## config.mk

```make
export PLATFORM = sky130hd
export DESIGN_NAME = pipe_cla_adder
export DESIGN_NICKNAME = d
export VERILOG_FILES = /design/src/rtl/pipe_cla_adder.sv
export SDC_FILE = /design/constraint.sdc
export NUM_CORES = 1
export LEC_CHECK = 0
export ABC_CLOCK_PERIOD_IN_PS = 22200
export BUFFER_PORTS_ARGS = -buffer_cell sky130_fd_sc_hd__buf_2
export CORE_MARGIN = 4
export CORE_UTILIZATION = 55
export DETAILED_ROUTE_END_ITERATION = 8
export GPL_ROUTABILITY_DRIVEN = 0
export PLACE_DENSITY = 0.81
export SYNTH_ARGS = -nofsm -noshare
export SYNTH_HDL_FRONTEND = slang
export SYNTH_SLANG_ARGS = --single-unit
```

## constraint.sdc

```tcl
create_clock -name clock -period 22.2 [get_ports clock]
set_input_delay 1.11 -clock clock [delete_from_list [all_inputs] [get_ports clock]]
set_output_delay 1.11 -clock clock [all_outputs]
set_load 0.005 [all_outputs]
```

## src/rtl/pipe_cla_adder.sv

```systemverilog
// Pipelined carry-lookahead adder/subtractor: one BLOCK-bit CLA slice per stage,
// with the carry handed between stages through registers.
module pipe_cla_adder #(
    parameter int WIDTH = 64,
    parameter int BLOCK = 16,
    parameter int TAG_W = 4
) (
    input  logic             clock,
    input  logic             reset,
    input  logic             in_valid,
    output logic             in_ready,
    input  logic [WIDTH-1:0] in_x,
    input  logic [WIDTH-1:0] in_y,
    input  logic             in_sub,
    input  logic [TAG_W-1:0] in_tag,
    output logic             out_valid,
    input  logic             out_ready,
    output logic [WIDTH-1:0] out_sum,
    output logic             out_cout,
    output logic             out_ovf,
    output logic             out_zero,
    output logic [TAG_W-1:0] out_tag
);

    localparam int NSTAGE = WIDTH / BLOCK;
    localparam int NGRP   = BLOCK / 4;

    // Returns {carry_out, sum}. Group carries and bit carries are both written as
    // flat generate/propagate products so nothing ripples across CLA4 groups.
    function automatic logic [BLOCK:0] cla_slice(
        input logic [BLOCK-1:0] a,
        input logic [BLOCK-1:0] b,
        input logic             cin
    );
        logic [BLOCK-1:0] g, p, s;
        logic [NGRP-1:0]  gg, gp;
        logic [NGRP:0]    gc;
        logic             c, pp;
        g  = a & b;
        p  = a ^ b;
        s  = '0;
        gg = '0;
        gp = '0;
        gc = '0;
        for (int j = 0; j < NGRP; j++) begin
            gg[j] = 1'b0;
            gp[j] = 1'b1;
            for (int i = 0; i < 4; i++) begin
                gg[j] = g[4*j+i] | (p[4*j+i] & gg[j]);
                gp[j] = gp[j] & p[4*j+i];
            end
        end
        gc[0] = cin;
        for (int j = 0; j < NGRP; j++) begin
            c  = gg[j];
            pp = gp[j];
            for (int i = j - 1; i >= 0; i--) begin
                c  = c | (pp & gg[i]);
                pp = pp & gp[i];
            end
            gc[j+1] = c | (pp & cin);
        end
        for (int j = 0; j < NGRP; j++) begin
            for (int i = 0; i < 4; i++) begin
                c  = 1'b0;
                pp = 1'b1;
                for (int m = i - 1; m >= 0; m--) begin
                    c  = c | (pp & g[4*j+m]);
                    pp = pp & p[4*j+m];
                end
                c = c | (pp & gc[j]);
                s[4*j+i] = p[4*j+i] ^ c;
            end
        end
        return {gc[NGRP], s};
    endfunction

    // Rank 0 is the conditioned operand register; rank k holds slices 0..k-1.
    logic [NSTAGE:0]  vld_q, vld_d;
    logic [NSTAGE:0]  c_q, c_d;
    logic [WIDTH-1:0] x_q   [NSTAGE+1];
    logic [WIDTH-1:0] x_d   [NSTAGE+1];
    logic [WIDTH-1:0] y_q   [NSTAGE+1];
    logic [WIDTH-1:0] y_d   [NSTAGE+1];
    logic [WIDTH-1:0] sum_q [NSTAGE+1];
    logic [WIDTH-1:0] sum_d [NSTAGE+1];
    logic [TAG_W-1:0] tag_q [NSTAGE+1];
    logic [TAG_W-1:0] tag_d [NSTAGE+1];
    logic [BLOCK:0]   slice_res [NSTAGE];
    logic             adv;

    assign adv      = !vld_q[NSTAGE] || out_ready;
    assign in_ready = adv;

    always_comb begin
        for (int k = 0; k < NSTAGE; k++) begin
            slice_res[k] = cla_slice(x_q[k][k*BLOCK +: BLOCK], y_q[k][k*BLOCK +: BLOCK], c_q[k]);
        end
    end

    always_comb begin
        vld_d = vld_q;
        c_d   = c_q;
        x_d   = x_q;
        y_d   = y_q;
        sum_d = sum_q;
        tag_d = tag_q;
        if (adv) begin
            vld_d[0] = in_valid;
            x_d[0]   = in_x;
            y_d[0]   = in_sub ? ~in_y : in_y;
            c_d[0]   = in_sub;
            tag_d[0] = in_tag;
            for (int k = 1; k <= NSTAGE; k++) begin
                vld_d[k] = vld_q[k-1];
                x_d[k]   = x_q[k-1];
                y_d[k]   = y_q[k-1];
                tag_d[k] = tag_q[k-1];
                sum_d[k] = sum_q[k-1];
                sum_d[k][(k-1)*BLOCK +: BLOCK] = slice_res[k-1][BLOCK-1:0];
                c_d[k]   = slice_res[k-1][BLOCK];
            end
        end
        sum_d[0] = '0;
    end

    always_ff @(posedge clock) begin
        if (!reset) begin
            vld_q <= '0;
        end else begin
            vld_q <= vld_d;
        end
    end

    always_ff @(posedge clock) begin
        c_q   <= c_d;
        x_q   <= x_d;
        y_q   <= y_d;
        sum_q <= sum_d;
        tag_q <= tag_d;
    end

    // Data ranks are not reset, so every output is masked by the final valid.
    assign out_valid = vld_q[NSTAGE];
    assign out_sum   = out_valid ? sum_q[NSTAGE] : '0;
    assign out_tag   = out_valid ? tag_q[NSTAGE] : '0;
    assign out_cout  = out_valid & c_q[NSTAGE];
    assign out_zero  = out_valid & ~|sum_q[NSTAGE];
    assign out_ovf   = out_valid
                     & (x_q[NSTAGE][WIDTH-1] == y_q[NSTAGE][WIDTH-1])
                     & (sum_q[NSTAGE][WIDTH-1] != x_q[NSTAGE][WIDTH-1]);

endmodule

```

After elaboration in Yosys (flattened, before gate mapping):

Index checks and enable logic that the tools add are counted.

* logic and storage cells: 547
* bits of input ports: 137
* bits in registers: 830

* equality and inequality tests: 2
* bitwise gates (word level): 517
* reductions and logical operators: 4
* multiplexer cells: 3

Operators by type and width (count)
* 1-bit bitwise AND: 276
* 1-bit bitwise OR: 168
* 64-bit two-way mux: 2
* 16-bit bitwise AND: 4
* 64-bit NOT: 1
* 64-bit OR reduction: 1
* 1-bit XOR: 64
* 16-bit XOR: 4
* 4-bit two-way mux: 1
* 1-bit logical NOT: 2
* 1-bit equality test: 1
* 1-bit logical OR: 1
* 1-bit inequality test: 1

Depth between registers and ports, before layout:

* word-level depth: 14
* gate-level depth with buffers: 9
* gate-level depth less buffers: 9

Least setup slack after synthesis:

OpenSTA, ideal clock, no wires.

* kind: input to output
* from: input port out_ready
* to: output port in_ready
* path buffers: 0
* data required time: 21090 ps
* arrival time: 11052 ps
* stages on the path: 2
* setup slack: 10038 ps
* cells stage by stage: nor2b_1 > inv_1

* cells in the longest elaborated chain, start to end: 1

RTL lines
* start: declaration: line 17 `input logic out_ready,`
* 1-bit logical OR: line 92 `assign adv = !vld_q[NSTAGE] || out_ready;`
* end: declaration: line 11 `output logic in_ready,`

Every way passes these cells.

Worst setup path in the final report:

* from: register vld_q[4]
* to: output port in_ready

* cells in the longest elaborated chain, start to end: 2

RTL lines
* start: declaration: line 79 `logic [NSTAGE:0] vld_q, vld_d;`
* start signal: assignment: line 131 `vld_q <= vld_d;`
* 1-bit logical NOT: line 92
* 1-bit logical OR: line 92

Every way passes these cells.

==> results.toml <==
[synthesis]
synth_top_family_by_area = "adder cells"
syn_nets = 1257
synth.top_cell.area_share_pct = 78.59
synth_cell_types = 57
synth_most_common_cell = "edfxtp_1"
synthXorXnorAreaFrac_pct = 4.657
synth.area.mux_share_pct = 0.1033
synth_area_per_cell_um2 = 18.63
synth_area_um2 = 19370
ys_ff_latch = 512
yosysSeqAreaShare_pct = 79.11
synth_area_leaders = "edfxtp_1 (79%), ha_1 (4.1%), xor2_1 (3.6%)"
async_flop_share_pct = 0
yosys.area_share.adder_pct = 5.787
synth_common_cells = "edfxtp_1 (507), xor2_1 (80), and2_1 (70)"
synth_compound_area_share_pct = 4.121
ys.warnings.count = 0
syn-instance-count = 1040
yosysTopAreaCell = "edfxtp_1"
yosys.area_share.simple_pct = 5.141
synth_edf_count = 507
synth_ff_type = "edfxtp_1"

[floorplan]
num_rows = 68
coreArea_um2 = 34630
start_util_pct = 55.94
die_w_um = 195.7
ios = 210
dieArea_um2 = 38290
fp.dieH_um = 195.7

[cts]
cts-root-buf = "clkbuf_16"
cts_max_path_buffers = 3
ctsHoldBuffers = 0
clock_latency_ns = 0.54
cts_buffers = 48
clk_pin_slew_worst_paths_ns = 0.06
htree_levels = 2
clock_sinks = 512
cts_tree = "done"
cts_setup_buffers = 0
post_cts_resized = 0

[grt]
antenna_found_initial = 0
grtUsageTotal_pct = 15.96
grt_start_max_net_pins = 199
grt_pass1_wl_um = 48440
grt-ovfl-total = 0
grt_pass1_vias = 9315

[timing]
fin_crit_ns = 3.901
hold_viol = 0
slew_headroom_pct = 27.36
setup_ws_ns = 18.30
grt_setup_unrepaired = "no"
max_freq_mhz = 256.3
setup_violations = 0
finClkSkew_ns = 0.01604
fin_crit_sh_pct = 17.57
tightest_slew_ns = 1.090
finalSetupTns_ns = 0
slew_violations = 0

[critical_path]
worstPathMaxFanout = 73
worstReg2RegStart = "vld_q[4]$_SDFFE_PN0P_"
arrival_ns = 2.79
end_kind = "output pin"
crit_required_ns = 21.09
rr_worst_depth = 4
path_class = "reg2out"
startpoint_type = "flip-flop"
cp-startpoint = "vld_q[4]$_SDFFE_PN0P_"

[layout]
finalNonFillerCells = 1778
n_antenna_cell = 0
final_nets = 1504
fin_util_pct = 65.11
layout-drive-gt1-share_pct = 22.22
syn_to_final_growth_pct = 16.38

[worst_hold_path]
hold_path.class = "reg2reg"
hold_path_depth = 0
hp-start = "sum_q[139]$_DFFE_PP_"

[drt]
vias = 9046
drt-total-wl_um = 30980
firstDrtPassIters = 5
routed_via_density = 5.088
dr.first_iter.drc_count = 599
avgRoutedWirePerCell_um = 17.43
postRouteAntennaNets = 0
drcViolationCount = 0

[power_and_ir_drop]
power.density_nw_per_um2 = 101.6
p_leak_nw = 9.102
ir_worst_vdd_mv = 0.05755

[placement]
dp_cells = 1692
hpwlAfterDp_um = 21050
port_buffers = 209
dp_slack_ns = 18.17

[flow_run]
cap_violations = 0

[run_status]
status = "complete, no violations"
[cells in the final DEF (no fill, tap or decap), types with 4 or more instances in the layout]
master,instances
a21oi_1,26
o21a_1,4
nor2b_1,4
clkbuf_16,49
nand3_1,8
clkinv_1,10
nand2_1,29
a21boi_0,6
dfxtp_1,4
clkbuf_1,11
nand2b_1,4
o21ai_0,12
xnor2_1,23
inv_1,38
clkinv_2,8
a21o_1,20
or2_2,5
a211oi_1,5
nor2_1,14
nor4_1,16
buf_2,208
bufinv_16,7
buf_4,4
edfxtp_1,507
and3_1,4
nand4_1,6
a31oi_1,6
o21bai_1,6
ha_1,64
fa_1,16
and2_1,70
xor2_1,80
[final timing paths]
path | endpoint | slack (ns)
setup / recovery | in_ready | 18.30
hold / removal | sum_q[75]$_DFFE_PP_ | 0.41
setup reg to reg | y_q[188]$_DFFE_PP_ | 18.54
hold reg to reg | sum_q[75]$_DFFE_PP_ | 0.41
[registers in the layout, summed over array words and instances (netlist names)]
register and flops:
x_q 161, y_q 161, sum_q 160, tag_q 20
c_q 5, vld_q 5
[critical path: stages, from the launching register on]
cell and delay [ns]:
dfxtp_2 0.99, nor2b_1 0.65, inv_8 0.27, buf_2 0.27
[report_power, final]
| group | switching, mW | internal, mW |
|---|---|---|
| logic | 0.0891 | 0.0771 |
| clock network | 0.323 | 0.485 |
| registers | 0.0611 | 1.26 |
| total | 0.474 | 1.82 |
[metal layers]
| layer | routed length, µm | up-vias | global-route usage [%] |
|---|---|---|---|
| li1 | - | 4437 | - |
| met1 | 12320 | 4331 | 19.42 |
| met2 | 16090 | 210 | 28.45 |
| met3 | 1622 | 68 | 3.332 |
| met4 | 947 | 0 | 5.586 |
| met5 | 0 | - | 0 |
[cell families (layout without fill, tap and decap cells)]
group | Yosys count | in the layout
AO/OA/AOI/OAI | 112 | 112
buffers and inverters | 56 | 339
adder cells (fa/ha/maj) | 80 | 80
multiplexers | 2 | 2
AND/OR/NAND/NOR | 175 | 175
flip-flops | 512 | 512
XOR/XNOR | 103 | 103
[stage by stage]
| step | cell area, µm² | power (mW) | hold WS (ns) |
|---|---|---|---|
| 2_1_floorplan | 19370 | 1.429 | 0.4003 |
| 6_report | 22550 | 2.292 | 0.4057 |
| 3_5_place_dp | 20980 | 1.505 | 0.4045 |
| 3_3_place_gp | 20980 | 1.487 | 0.4006 |
| 5_1_grt | 22550 | 2.393 | 0.4143 |
| 4_1_cts | 22550 | 2.315 | 0.4145 |
[final cells by class]
cell class / count / area (µm²)
Timing Repair Buffer: 213 / 1091
Fill cell: 2274 / 12080
Sequential cell: 512 / 15330
Inverter: 40 / 157.7
Multi-Input combinational cell: 472 / 3837
Clock inverter: 26 / 296.5
Tap cell: 455 / 569.3
Clock buffer: 60 / 1267
No activity file was read; power rests on OpenSTA's default activity.
